--- src/rtl/grf_wb_arbiter.sv ---
// Register-file write-port arbiter: pipeline write-back has priority, MDU results
// wait in a small FIFO and drain in idle, unpaused cycles; WAW squash via live bits.
module grf_wb_arbiter #(
   parameter int unsigned DEPTH = 4
) (
   input  logic        clk,
   input  logic        reset,
   input  logic        pause,
   input  logic        pipe_we,
   input  logic [4:0]  pipe_adr,
   input  logic [31:0] pipe_wd,
   input  logic [31:0] pipe_pc,
   input  logic        mdu_valid,
   output logic        mdu_ready,
   input  logic [4:0]  mdu_adr,
   input  logic [31:0] mdu_wd,
   input  logic [31:0] mdu_pc,
   output logic        reg_we,
   output logic [4:0]  reg_adr3,
   output logic [31:0] reg_wd,
   output logic [31:0] WPC,
   output logic [31:0] pending,
   output logic [2:0]  fifo_count
);

   localparam int unsigned AW = $clog2(DEPTH);
   localparam logic [AW:0] L_FULL = (AW+1)'(DEPTH);

   logic [AW-1:0]    r_wptr, r_rptr;
   logic [AW:0]      r_count;
   logic [4:0]       r_adr [DEPTH];
   logic [31:0]      r_wd  [DEPTH];
   logic [31:0]      r_pc  [DEPTH];
   logic [DEPTH-1:0] r_live;
   logic [31:0]      r_pending;

   logic        w_pipe_act, w_empty, w_full, w_pop, w_enq, w_squash, w_head_live;
   logic [31:0] w_pend_nxt;

   assign w_pipe_act  = pipe_we && (pipe_adr != 5'd0);
   assign w_empty     = (r_count == '0);
   assign w_full      = (r_count == L_FULL);
   assign w_head_live = !w_empty && r_live[r_rptr];
   assign w_pop       = !w_empty && !pause && !w_pipe_act;
   assign w_squash    = w_pipe_act && !pause;
   assign mdu_ready   = !w_full && !r_pending[mdu_adr];
   // Register 0 is dropped, and a same-edge pipeline write to the same register is younger.
   assign w_enq       = mdu_valid && mdu_ready && (mdu_adr != 5'd0) &&
                        !(w_pipe_act && (pipe_adr == mdu_adr));

   assign pending    = r_pending;
   assign fifo_count = 3'(r_count);

   always_comb begin
      reg_we   = 1'b0;
      reg_adr3 = '0;
      reg_wd   = '0;
      WPC      = '0;
      if (w_pipe_act) begin
         reg_we   = 1'b1;
         reg_adr3 = pipe_adr;
         reg_wd   = pipe_wd;
         WPC      = pipe_pc;
      end else if (w_head_live) begin
         reg_we   = 1'b1;
         reg_adr3 = r_adr[r_rptr];
         reg_wd   = r_wd[r_rptr];
         WPC      = r_pc[r_rptr];
      end
   end

   // At most one live entry per register exists, so clearing by address is exact.
   always_comb begin
      w_pend_nxt = r_pending;
      if (w_pop && w_head_live) w_pend_nxt[r_adr[r_rptr]] = 1'b0;
      if (w_squash)             w_pend_nxt[pipe_adr]      = 1'b0;
      if (w_enq)                w_pend_nxt[mdu_adr]       = 1'b1;
      w_pend_nxt[0] = 1'b0;
   end

   always_ff @(posedge clk or posedge reset) begin
      if (reset) begin
         r_wptr    <= '0;
         r_rptr    <= '0;
         r_count   <= '0;
         r_live    <= '0;
         r_pending <= '0;
         for (int unsigned i = 0; i < DEPTH; i++) r_adr[i] <= '0;
      end else begin
         r_pending <= w_pend_nxt;
         if (w_squash) begin
            for (int unsigned i = 0; i < DEPTH; i++)
               if (r_adr[i] == pipe_adr) r_live[i] <= 1'b0;
         end
         if (w_enq) begin
            r_adr[r_wptr]  <= mdu_adr;
            r_live[r_wptr] <= 1'b1;
            r_wptr         <= r_wptr + 1'b1;
         end
         if (w_pop) r_rptr <= r_rptr + 1'b1;
         case ({w_enq, w_pop})
            2'b10:   r_count <= r_count + 1'b1;
            2'b01:   r_count <= r_count - 1'b1;
            default: r_count <= r_count;
         endcase
      end
   end

   always_ff @(posedge clk) begin
      if (w_enq) begin
         r_wd[r_wptr] <= mdu_wd;
         r_pc[r_wptr] <= mdu_pc;
      end
   end

endmodule

--- config.mk ---
export PLATFORM = sky130hd
export DESIGN_NAME = grf_wb_arbiter
export DESIGN_NICKNAME = d
export VERILOG_FILES = /design/src/rtl/grf_wb_arbiter.sv
export SDC_FILE = /design/constraint.sdc
export NUM_CORES = 1
export LEC_CHECK = 0
export ABC_AREA = 1
export BUFFER_PORTS_ARGS = -buffer_cell sky130_fd_sc_hd__buf_2
export CAP_MARGIN = 20
export CORE_MARGIN = 3
export CORE_UTILIZATION = 40
export DETAILED_ROUTE_END_ITERATION = 16
export HOLD_SLACK_MARGIN = 0.02
export SKIP_LAST_GASP = 1
export SLEW_MARGIN = 25
export SYNTH_ARGS = -nofsm -noshare
export SYNTH_HDL_FRONTEND = slang
export SYNTH_SLANG_ARGS = --single-unit
export TNS_END_PERCENT = 30
--- constraint.sdc ---
create_clock -name clk -period 3.8 [get_ports clk]
set_clock_uncertainty 0.1 [all_clocks]
set_input_delay 0.38 -clock clk [delete_from_list [all_inputs] [get_ports clk]]
set_output_delay 0.38 -clock clk [all_outputs]
set_load 0.03 [all_outputs]
## Word-level counts from Yosys, hierarchy flattened

Memory sizes are Yosys's and may differ from the RTL's.
Index checks and enable logic that the tools add are counted.

- Flip-flop bits (word level): 62
- RAM bits: 256
- Input port bits: 143
- Output and inout bits: 106
- Word-level logic and storage cells: 107
- Memories kept: 2

Memories:

| name | depth | bits a word | rd ports | clocked after Yosys merged registers in | wr ports | line | text |
|---|---|---|---|---|---|---|---|
| r_pc | 4 | 32 | 1 | 0 | 1 | 33 | `logic [31:0] r_pc [DEPTH];` |
| r_wd | 4 | 32 | 1 | 0 | 1 | 32 | `logic [31:0] r_wd [DEPTH];` |

- $add $sub $neg: 4
- Magnitude comparators: 12
- Eq/ne operators: 8
- Mux-type cells: 38
- Bitwise operators: 8
- Reduce and logical (&&, ||, !) cells: 26

Operators by type and width:

| cell | number |
|---|---|
| 32-bit two-way mux | 7 |
| 32-bit bitwise AND | 2 |
| 32-bit NOT | 2 |
| 32-bit bitwise OR | 1 |
| 5-bit equality test | 5 |
| 5-bit two-way mux | 5 |
| 20-bit bitwise mux | 1 |
| 5-bit by 6-bit less-than comparator with 1-bit output, second input constant | 3 |
| 1-bit logical AND | 16 |
| 1-bit demux with 5-bit select | 3 |
| 5-bit by 1-bit greater-or-equal comparator with 1-bit output, second input constant | 3 |
| 1-bit two-way mux | 14 |
| 5-bit binary-select mux with 2-bit select | 1 |
| 5-bit demux with 2-bit select | 1 |
| 5-bit nonzero test | 2 |
| 4-bit two-way mux | 2 |
| 3-bit greater-or-equal comparator, second input constant | 2 |
| 1-bit logical NOT | 6 |
| 2-bit by 3-bit less-than comparator with 1-bit output, second input constant | 2 |
| 2-bit NOT with 3-bit output | 2 |
| 3-bit case mux with 2 select lines | 1 |
| 1-bit binary-select mux with 5-bit select | 1 |
| 2-bit by 1-bit adder with 2-bit output, second input constant | 2 |
| 4-bit bitwise OR | 1 |
| other kinds (11) | 11 |

## Longest topological paths before layout

Gate-level depths: netlist of the first run.

- Depth after elaboration: 15
- Mapped depth: 19
- Mapped depth without buffers: 17

## Worst setup path after synthesis of the first run

Ideal clock, no wire load.

- Path type: in2reg
- From: input mdu_adr[0]
- To: memory r_pc[2][0], enable pin
- Arrival: 2.867 ns
- Slack: 0.415 ns
- Stages on the path: 12
- Path buffers: 3
- Path through: buf_4 > clkinv_2 > nor2_1 > buf_2 > nand2_1 > nand4_1 > nand2_1 > nand3_1 > nor2_4 > buf_6 > nand3_4 > inv_1

- Longest elaborated chain between the ends: 9
- Elaborated cells on any way between the ends: 13
- Those cells by class: eq/ne: 1; mux: 4; reduce/logical: 8

RTL lines:

| element | line | text |
|---|---|---|
| from (decl) | 15 | `input logic [4:0] mdu_adr,` |
| 1-bit binary-select mux with 5-bit select | 46 | `assign mdu_ready = !w_full && !r_pending[mdu_adr];` |
| 1-bit two-way mux (implied by the code) | 46 |  |
| 1-bit logical NOT | 46 |  |
| 1-bit logical AND | 46 |  |
| 1-bit logical AND (2 in a row) | 48 | `assign w_enq = mdu_valid && mdu_ready && (mdu_adr != 5'd0) &&` |
| 1-bit logical AND (*) | 48 |  |
| 1-bit two-way mux (*) | 110 | `if (w_enq) begin` |
| 1-bit two-way mux (implied by the code) (*) | 112 | `r_pc[r_wptr] <= mdu_pc;` |
| to (decl) | 33 |  |

Every way passes the cells marked *; elsewhere a longest branch is shown, timed or not. The select of a mux whose other input is x is not followed.

## Worst setup path after layout of the first run

- From: register r_rptr[0]
- To: output reg_wd[22]

- Longest elaborated chain between the ends: 5
- Elaborated cells on any way between the ends: 6
- Those cells by class: mux: 4; reduce/logical: 1; memory: 1

RTL lines:

| element | line | text |
|---|---|---|
| from (decl) | 29 | `logic [AW-1:0] r_wptr, r_rptr;` |
| from (signal assigned) | 100 | `if (w_pop) r_rptr <= r_rptr + 1'b1;` |
| 1-bit binary-select mux with 2-bit select | 43 | `assign w_head_live = !w_empty && r_live[r_rptr];` |
| 1-bit two-way mux (implied by the code) | 43 |  |
| 1-bit logical AND | 43 |  |
| 32-bit two-way mux (*) | 64 | `end else if (w_head_live) begin` |
| 32-bit two-way mux (*) | 59 | `if (w_pipe_act) begin` |
| to (decl) | 20 | `output logic [31:0] reg_wd,` |

Marks and branches as above.

==> flow_metrics.tcl, run 1 <==
set metrics [dict create \
    ctsResizeCount 0 \
    worst_slew_pin_slew_ns 0.816 \
    critical_path_buf_inv_count 4 \
    rrSetupSlack_ns 1.09 \
    p_int_mw 8.47 \
    ir_drop_mv 0.433 \
    final_nets 1727 \
    numClockSinks 318 \
    gp_congestion 0.949 \
    power_switching_mw 5.91 \
    htree_levels 2 \
    die_width_um 195 \
    crit_family "buffers and inverters" \
    r2r_cells 12 \
    route.detailed.drc 0 \
    worst_hold_path_type "primary input to register" \
    cts_tree "built" \
    cts-root-buf "clkbuf_16" \
    synth.distinct_cells 37 \
    synth.largest_area_cell "edfxtp_1" \
    fin_area_um2 17800 \
    max_freq_ghz 0.303 \
    yosys.area.top_type_share_pct 54.0 \
    crit_type "register to output pin" \
    crit_cells 8 \
    synthToLayoutAreaGrowth_pct 25.2 \
    layout_common_cells "256 x edfxtp_1, 247 x buf_2, 212 x nand2_1" \
    antenna_found_initial 1 \
    final_hold_viol_count 0 \
    yosysWarnings 0 \
    syn_area_per_cell_um2 11.1 \
    start_kind "register" \
    drt_pass1_iterations 5 \
    p_comb_share_pct 40.1 \
    grt_max_degree 131 \
    slowest_delay_ns 0.57 \
    synthesis.area_um2 14200 \
    yosysSeqAreaShare_pct 64.8 \
    post-cts-setup-buffers 0 \
    final_common_cell "edfxtp_1" \
    drv_slew 0 \
    start_util_pct 40.9 \
    path_clk_slew_ns 0.06 \
    grt_overflow 0 \
    endpoint_kind "output pin" \
    drive_gt1_share_pct 22.2 \
    syn_inst 1287 \
    grt_usage_pct 20.3 \
    slew_headroom_pct 45.4 \
    arrival_ns 2.82 \
    diodes 0 \
    place_area_um2 15900 \
    drtIter0Drc 687 \
    wl_per_cell_um 19.2 \
    totalWireLength_mm 39.6 \
    timing.final.crit_period_ns 3.30 \
    fin_setup_tns_ns 0 \
    p_leak_nw 7.05 \
    vias_per_cell 5.36 \
    grt_pass1_wl_mm 61.9 \
    worstPathMaxFanout 51 \
    period_share_pct 86.9 \
    setup_violations 0 \
    numPortBuffers 247 \
    max-cap-violations 0 \
    num_rows 68 \
    pwr-share-seq_pct 34.6 \
    p_sw_share_pct 41.1 \
    num_vias 11044 \
    rsz0062_at_grt "false" \
    powerDensity_nw_per_um2 806 \
    grt_pass1_vias 10874 \
    outcome "finished, final reports clean" \
    clock_path_buffers 3 \
    clk-insertion-delay-late_ns 0.54 \
    async_reset_ff_share_pct 19.5 \
    synth_edf_count 256 \
    die_h_um 195 \
    min_path_cells 3 \
    ant_nets 0 \
    crit_chain "inv_4, o21ai_0, nand2_1, nand3_4, inv_2, buf_12, a22o_1, buf_2" \
    cp_data_required_time_ns 3.32 \
    hold_buffers 65 \
    synth_nets 1436 \
    ys.flop_type "edfxtp_1" \
    cts_made_buffers 36 \
    pwr-share-clk_pct 25.2 \
    utilization_pct 51.3 \
    dieArea_um2 37900 \
    io_pins 249 \
    core_area_um2 34800 \
    synth_area_leaders "edfxtp_1 54%, dfrtp_1 11%, nand2_1 5.6%, o21ai_0 5.1%, nor2_1 4.3%" \
    hpwl_mm 25.2 \
    cp_slowest_cell "dfrtp_4" \
    ys_seq_elements 318 \
]
## cell usage after synthesis (2+ instances only)
cell type  count
a21oi_1        8
nor3_1        14
buf_2         26
a32oi_1        2
clkbuf_1      42
buf_1          4
o21ai_0      146
nand3_1       48
o21ai_2        3
nor2_4         3
edfxtp_1     256
dfrtp_1       62
inv_1         41
nand4_1       44
xnor2_1       16
buf_4          7
nor2_1       162
ha_1           5
a22o_1        64
a21boi_0      15
o21a_1         3
nand2_1      212
o21ai_1        4
nand2_4        2
o22ai_1       68
a31oi_1        3
nand3_4        2
xor2_1        10
inv_2          3
buf_6          5
## area by class of cell
class / instances / area (um2)
Inverter: 45 / 173
Tap cell: 455 / 569
Fill cell: 3096 / 17000
Clock buffer: 47 / 982
Timing Repair Buffer: 337 / 2160
Multi-Input combinational cell: 840 / 4430
Sequential cell: 318 / 9240
Clock inverter: 19 / 284
## layer usage
layer | GRT usage, % | share of wire, % | up-vias | wire (um)
met5 | 0 | 0.033 | - | 13
met4 | 6.10 | 2.6 | 2 | 1050
met3 | 2.93 | 6.3 | 79 | 2480
met2 | 33.5 | 48 | 412 | 18800
met1 | 28.2 | 43 | 5306 | 17200
li1 | - | - | 5245 | -
## power groups by stage
stage                     Combinational, mW  Clock, mW  Sequential [mW]
after floorplan                        3.64          0             5.27
after CTS                              5.83       3.70             4.98
after global routing                   6.32       3.84             5.05
after global placement                 5.71          0             5.05
after detailed placement               5.76          0             5.05
final                                  5.77       3.63             4.98
## state kept, by name (all words and copies together), names as in the netlist
register / cells
r_adr: 20
r_wd: 128
r_wptr: 2
r_live: 4
r_rptr: 2
pending: 31
r_pc: 128
fifo_count: 3
## cells by family after synthesis
logic type | count (synthesis) | synth area share, %
AO/OA/AOI/OAI | 318 | 14.1
XOR/XNOR | 26 | 1.60
flip-flops | 318 | 64.8
adder cells (fa/ha/maj) | 6 | 0.580
AND/OR/NAND/NOR | 489 | 14.8
other | 1 | 0.0263
buffers and inverters | 129 | 4.08
## per-stage QoR
| stage | power [mW] | std cells | setup WS, ns | hold slack (ns) |
|---|---|---|---|---|
| floorplan | 8.91 | 1287 | 0.415 | 0.365 |
| global placement | 10.8 | 1930 | 0.596 | 0.388 |
| detailed placement | 10.8 | 1930 | 0.541 | 0.390 |
| CTS | 14.5 | 2061 | 0.436 | 0.109 |
| global route | 15.2 | 2061 | 0.324 | 0.137 |
| finish | 14.4 | 2061 | 0.499 | 0.133 |
## worst paths after layout
kind,to,from
setup / recovery,reg_wd[22],r_rptr[0]
hold / removal,r_adr[17],mdu_adr[2]
setup reg to reg,r_wd[0][18],pending[9]
hold reg to reg,r_live[1],r_live[1]
max in group asynchronous,pending[8],reset
min in group asynchronous,fifo_count[0],reset
## worst register-to-register path, delay by kind of cell, from the launching register on
family	cells	cell delay, ns
AND/OR/NAND/NOR	10	1.10
flip-flops	1	0.41
buffers and inverters	2	0.72
Power figures use the tool's default switching activity.
==> run 2, diff against run 1 <==
--- a/config.mk
+++ b/config.mk
@@ -10,6 +10,7 @@
 export CAP_MARGIN = 20
 export CORE_MARGIN = 3
 export CORE_UTILIZATION = 40
+export CTS_BUF_LIST = sky130_fd_sc_hd__clkbuf_8
 export DETAILED_ROUTE_END_ITERATION = 16
 export HOLD_SLACK_MARGIN = 0.02
 export SKIP_LAST_GASP = 1
==> run 2 against run 1 <==
Compared with the run above:
- first-iteration DRC count decreased by 0.58%
- die area unchanged
- utilization decreased by 0.60 points
- register-to-register slack got worse by 0.02 ns
==> flow_metrics.tcl, run 2 (synthesis gave the netlist of run 1 again) <==
set metrics [dict create \
    ir_drop_mv 0.502 \
    synthToLayoutAreaGrowth_pct 23.7 \
    utilization_pct 50.7 \
    antenna_found_initial 2 \
    fill_cells 3137 \
    numClockSinks 318 \
    gp_congestion 0.949 \
    die_h_um 195 \
    arrival_ns 2.88 \
    dp_slack_ns 0.541 \
    layout_common_cells "256 x edfxtp_1, 247 x buf_2, 212 x nand2_1" \
    multi_input_area_um2 4430 \
    setup_violations 0 \
    crit_type "register to output pin" \
    worst_hold_path_type "primary input to register" \
    slew_headroom_pct 44.3 \
    power_switching_mw 5.84 \
    ant_nets 0 \
    powerDensity_nw_per_um2 774 \
    drv_slew 0 \
    final_hold_viol_count 0 \
    clk-insertion-delay-late_ns 0.62 \
    seq_area_um2 9240 \
    wl_per_cell_um 18.9 \
    cts_made_buffers 53 \
    num_vias 11105 \
    final_nets 1747 \
    final_common_cell "edfxtp_1" \
    totalWireLength_mm 39.6 \
    fin_setup_tns_ns 0 \
    rsz0062_at_grt "false" \
    num_rows 68 \
    htree_levels 2 \
    grt_pass1_wl_mm 62.2 \
    p_leak_nw 7.06 \
    pwr-share-seq_pct 36.5 \
    route.detailed.drc 0 \
    cts_tree "built" \
    numPortBuffers 247 \
    cp_data_required_time_ns 3.32 \
    drive_gt1_share_pct 22.3 \
    die_width_um 195 \
    p_sw_share_pct 42.8 \
    timing.final.crit_period_ns 3.36 \
    vias_per_cell 5.30 \
    endpoint_kind "output pin" \
    grt_pass1_vias 11100 \
    start_util_pct 40.9 \
    max-cap-violations 0 \
    ctsResizeCount 0 \
    drt_pass1_iterations 5 \
    setup_slack_ns 0.439 \
    grt_usage_pct 20.5 \
    dieArea_um2 37900 \
    core_area_um2 34800 \
    worstPathMaxFanout 51 \
    clock_path_buffers 3 \
    start_kind "register" \
    grt_max_degree 131 \
    max_freq_ghz 0.298 \
    grt_overflow 0 \
    p_int_mw 7.81 \
    pwr-share-clk_pct 21.2 \
    period_share_pct 88.4 \
    outcome "finished, final reports clean" \
    p_comb_share_pct 42.3 \
    worst_slew_pin_slew_ns 0.832 \
    io_pins 249 \
    drtIter0Drc 683 \
    cts-root-buf "clkbuf_8" \
    hpwl_mm 25.2 \
    path_clk_slew_ns 0.06 \
]
## run 2: cell types whose count changed in the layout (fill, tap and decap cells not counted), sizes merged
cell | before | now
inv | 46 | 72
bufinv | 5 | 2
dlygate4sd3 | 65 | 68
clkinv | 13 | 11
diode | 0 | 1
clkbuf | 47 | 57
## run 2: worst paths after layout
kind	startpoint	end	slack, ns	cells past startpoint
worst max register to register	pending[11]	r_wd[0][22]	1.07	12
worst max-delay path	r_rptr[0]	reg_wd[22]	0.44	8
max in group asynchronous	reset	pending[11]	2.41	4
min in group asynchronous	reset	pending[30]	0.36	3
worst min-delay path	mdu_adr[0]	r_adr[10]	0.11	3
worst min register to register	r_live[3]	r_live[3]	0.41	2
## run 2: what timing repair did
item / 4_1_cts / 5_1_grt
endpoints found under the hold margin: 297 / 0
hold buffers: 68 / 0
setup endpoints to repair: 0 / 0
buffers inserted: 0 / 0
## run 2: cell type report
type	instances	area share, %
diodes	1	0.0142
clock buffers	57	4.45
clock inverters	40	1.36
inverters	45	0.979
multi-input cells	840	25.1
flip-flops and latches	318	52.4
well taps	455	3.23
repair buffers	340	12.4
## run 2: per-stage QoR
| step | power (mW) | instance area (um2) | hold WS [ns] | std cells |
|---|---|---|---|---|
| 6_report | 13.7 | 17600 | 0.112 | 2096 |
| 5_1_grt | 14.5 | 17600 | 0.0805 | 2096 |
| 4_1_cts | 13.8 | 17600 | 0.0391 | 2095 |
| 3_5_place_dp | 10.8 | 15900 | 0.390 | 1930 |
| 3_3_place_gp | 10.8 | 15900 | 0.388 | 1930 |
| 2_1_floorplan | 8.91 | 14200 | 0.365 | 1287 |
## run 2: worst max-delay path, stage by stage (launching register included)
cell and delay (ns):
dfrtp_4 0.58, inv_4 0.17, o21ai_0 0.11, nand2_1 0.16
nand3_4 0.15, inv_2 0.33, buf_12 0.31, a22o_1 0.21
buf_2 0.21
## run 2: routing by layer
metal  vias up  global-route usage, %  routed length (um)
met3        77                   4.04                2490
met5         -                      0                  13
met1      5331                   27.7               17200
li1       5300                      -                   -
met2       395                   33.7               19000
met4         2                   6.65                 996
## run 2: power by group through the flow
stage	sequential [mW]	combinational, mW	clock [mW]
6_report	4.99	5.77	2.90
5_1_grt	5.06	6.31	3.15
3_5_place_dp	5.05	5.76	0
3_3_place_gp	5.05	5.71	0
2_1_floorplan	5.27	3.64	0
4_1_cts	4.98	5.83	3.00
==> run 3, diff against run 2 <==
==> constraint.sdc (replaced) <==
create_clock -name clk -period 3.4 [get_ports clk]
set_clock_uncertainty 0.1 [all_clocks]
set_input_delay 0.34 -clock clk [delete_from_list [all_inputs] [get_ports clk]]
set_output_delay 0.34 -clock clk [all_outputs]
set_load 0.03 [all_outputs]
==> run 3 against run 2 <==
Compared with the run above:
- non-clock buffer count is 8 higher
- via count decreased by 0.28%
- global-route usage down 0.43 points
- wire length shrank 0.26%
- first-iteration DRC count fell by 5.0%
- register-to-register slack got worse by 0.18 ns
- flip-flop and latch count is the same
- clock-buffer cell count fell by 2
- sequential share of layout area decreased by 0.22 points
- utilization up 0.22 points
- die area did not move
- critical endpoint unchanged
==> flow_metrics.tcl, run 3 (synthesis gave the netlist of run 1 again) <==
set metrics [dict create \
    worst_slew_pin_slew_ns 0.897 \
    final_common_cell "edfxtp_1" \
    layout_common_cells "256 x edfxtp_1, 247 x buf_2, 212 x nand2_1" \
    drtIter0Drc 649 \
    pwr-share-clk_pct 21.5 \
    crit_chain "inv_4, o21ai_0, nand2_1, nand3_4, inv_2, buf_12, a22o_1, buf_2" \
    route.detailed.drc 0 \
    crit_family "buffers and inverters" \
    p_sw_share_pct 42.4 \
    rsz0062_at_grt "false" \
    core_area_um2 34800 \
    drv_slew 0 \
    hpwl_mm 24.7 \
    worst_hold_path_type "primary input to register" \
    dieArea_um2 37900 \
    min_path_cells 3 \
    r2r_cells 10 \
    rrSetupSlack_ns 0.89 \
    total_power_mw 15.3 \
    start_kind "register" \
    die_h_um 195 \
    grt_max_degree 116 \
    cp_data_required_time_ns 2.96 \
    max_freq_ghz 0.312 \
    final_nets 1753 \
    worstPathMaxFanout 41 \
    p_int_mw 8.85 \
    power_switching_mw 6.50 \
    cts-root-buf "clkbuf_8" \
    timing.final.crit_period_ns 3.20 \
    numPortBuffers 247 \
    cp_slowest_cell "dfrtp_4" \
    htree_levels 2 \
    hold_path_end "r_adr[1]" \
    arrival_ns 2.76 \
    slew_headroom_pct 40.0 \
    grt_overflow 0 \
    path_clk_slew_ns 0.07 \
    crit_type "register to output pin" \
    post-cts-setup-buffers 0 \
    period_share_pct 94.2 \
    outcome "finished, final reports clean" \
    totalWireLength_mm 39.5 \
    pwr-share-seq_pct 36.1 \
    grt_usage_pct 20.1 \
    cts_made_buffers 51 \
    clock_path_buffers 3 \
    io_pins 249 \
    clk-insertion-delay-late_ns 0.59 \
    slowest_delay_ns 0.52 \
    numClockSinks 318 \
    cts_tree "built" \
    grt_pass1_wl_mm 60.6 \
    dp.cells 1938 \
    ir_drop_mv 0.603 \
    utilization_pct 50.9 \
    p_comb_share_pct 42.5 \
    gp_congestion 0.920 \
    final_hold_viol_count 0 \
    hold_start "mdu_adr[1]" \
    rr_endpoint "pending[24]" \
    drive_gt1_share_pct 23.3 \
    synthToLayoutAreaGrowth_pct 24.3 \
    antenna_found_initial 1 \
    vias_per_cell 5.29 \
    final_cells 2095 \
    crit_start "r_rptr[0]" \
    setup_violations 0 \
    drt_pass1_iterations 6 \
    fin_setup_tns_ns 0 \
    grt_pass1_vias 10828 \
    endpoint_kind "output pin" \
    start_util_pct 40.9 \
    max-cap-violations 0 \
    wl_per_cell_um 18.9 \
    num_rows 68 \
    r2r-start "r_rptr[0]" \
    hold_slack_ns 0.101 \
    ant_nets 0 \
    die_width_um 195 \
    p_leak_nw 7.06 \
    critical_path_buf_inv_count 4 \
    num_vias 11074 \
    powerDensity_nw_per_um2 867 \
]
-- run 3: metal layers --
metal	share of wire, %	vias to the layer above	routed length [um]	track usage [%]
li1	-	5306	-	-
met1	43	5305	17100	27.4
met2	48	403	18900	32.9
met3	6.7	60	2640	3.80
met4	2.2	0	855	6.18
met5	0	-	0	0
-- run 3: through the flow --
step,worst slack [ns],instance area (um2)
finish,0.197,17700
global route,0.0201,17700
CTS,0.0411,17700
detailed placement,0.551,16000
global placement,0.560,16000
floorplan,0.0550,14200
-- run 3: power groups by stage --
stage	sequential (mW)	clock, mW	combinational, mW
after floorplan	5.89	0	4.07
after global placement	5.60	0	6.44
after detailed placement	5.60	0	6.49
after CTS	5.53	3.39	6.57
after global routing	5.62	3.57	7.10
final	5.54	3.29	6.52
-- run 3: how the worst max path moves through the flow --
stage / end / slack, ns / cells after the start
after floorplan: r_pc[2][0] / 0.06 / 12
after global placement: fifo_count[2] / 0.56 / 16
after CTS: reg_wd[2] / 0.04 / 5
after detailed placement: fifo_count[2] / 0.55 / 15
after global routing: reg_wd[22] / 0.02 / 8
final: reg_wd[22] / 0.20 / 8
-- run 3: repair_timing --
| action | CTS | global route |
|---|---|---|
| gates resized for setup | 0 | 2 |
| endpoints found under the hold margin | 287 | 0 |
| hold buffers | 68 | 0 |
| endpoints found under the setup margin | 0 | 1 |
-- run 3: layout make-up --
type	instances	area [um2]
diodes	2	5.00
flip-flops and latches	318	9240
clock inverters	32	260
clock buffers	55	757
repair buffers	348	2270
multi-input cells	840	4430
inverters	45	175
fillers	3188	17100
well taps	455	569
-- run 3: worst register-to-register path: stages, from the launching register on --
cell     delay (ns)
dfrtp_4        0.52
inv_4          0.25
o21ai_0        0.14
nand2_1        0.17
nand2_1        0.10
nor2_1         0.11
nand2_1        0.06
nor2_1         0.68
nand2_1        0.10
nand2_1        0.10
o21ai_1        0.07
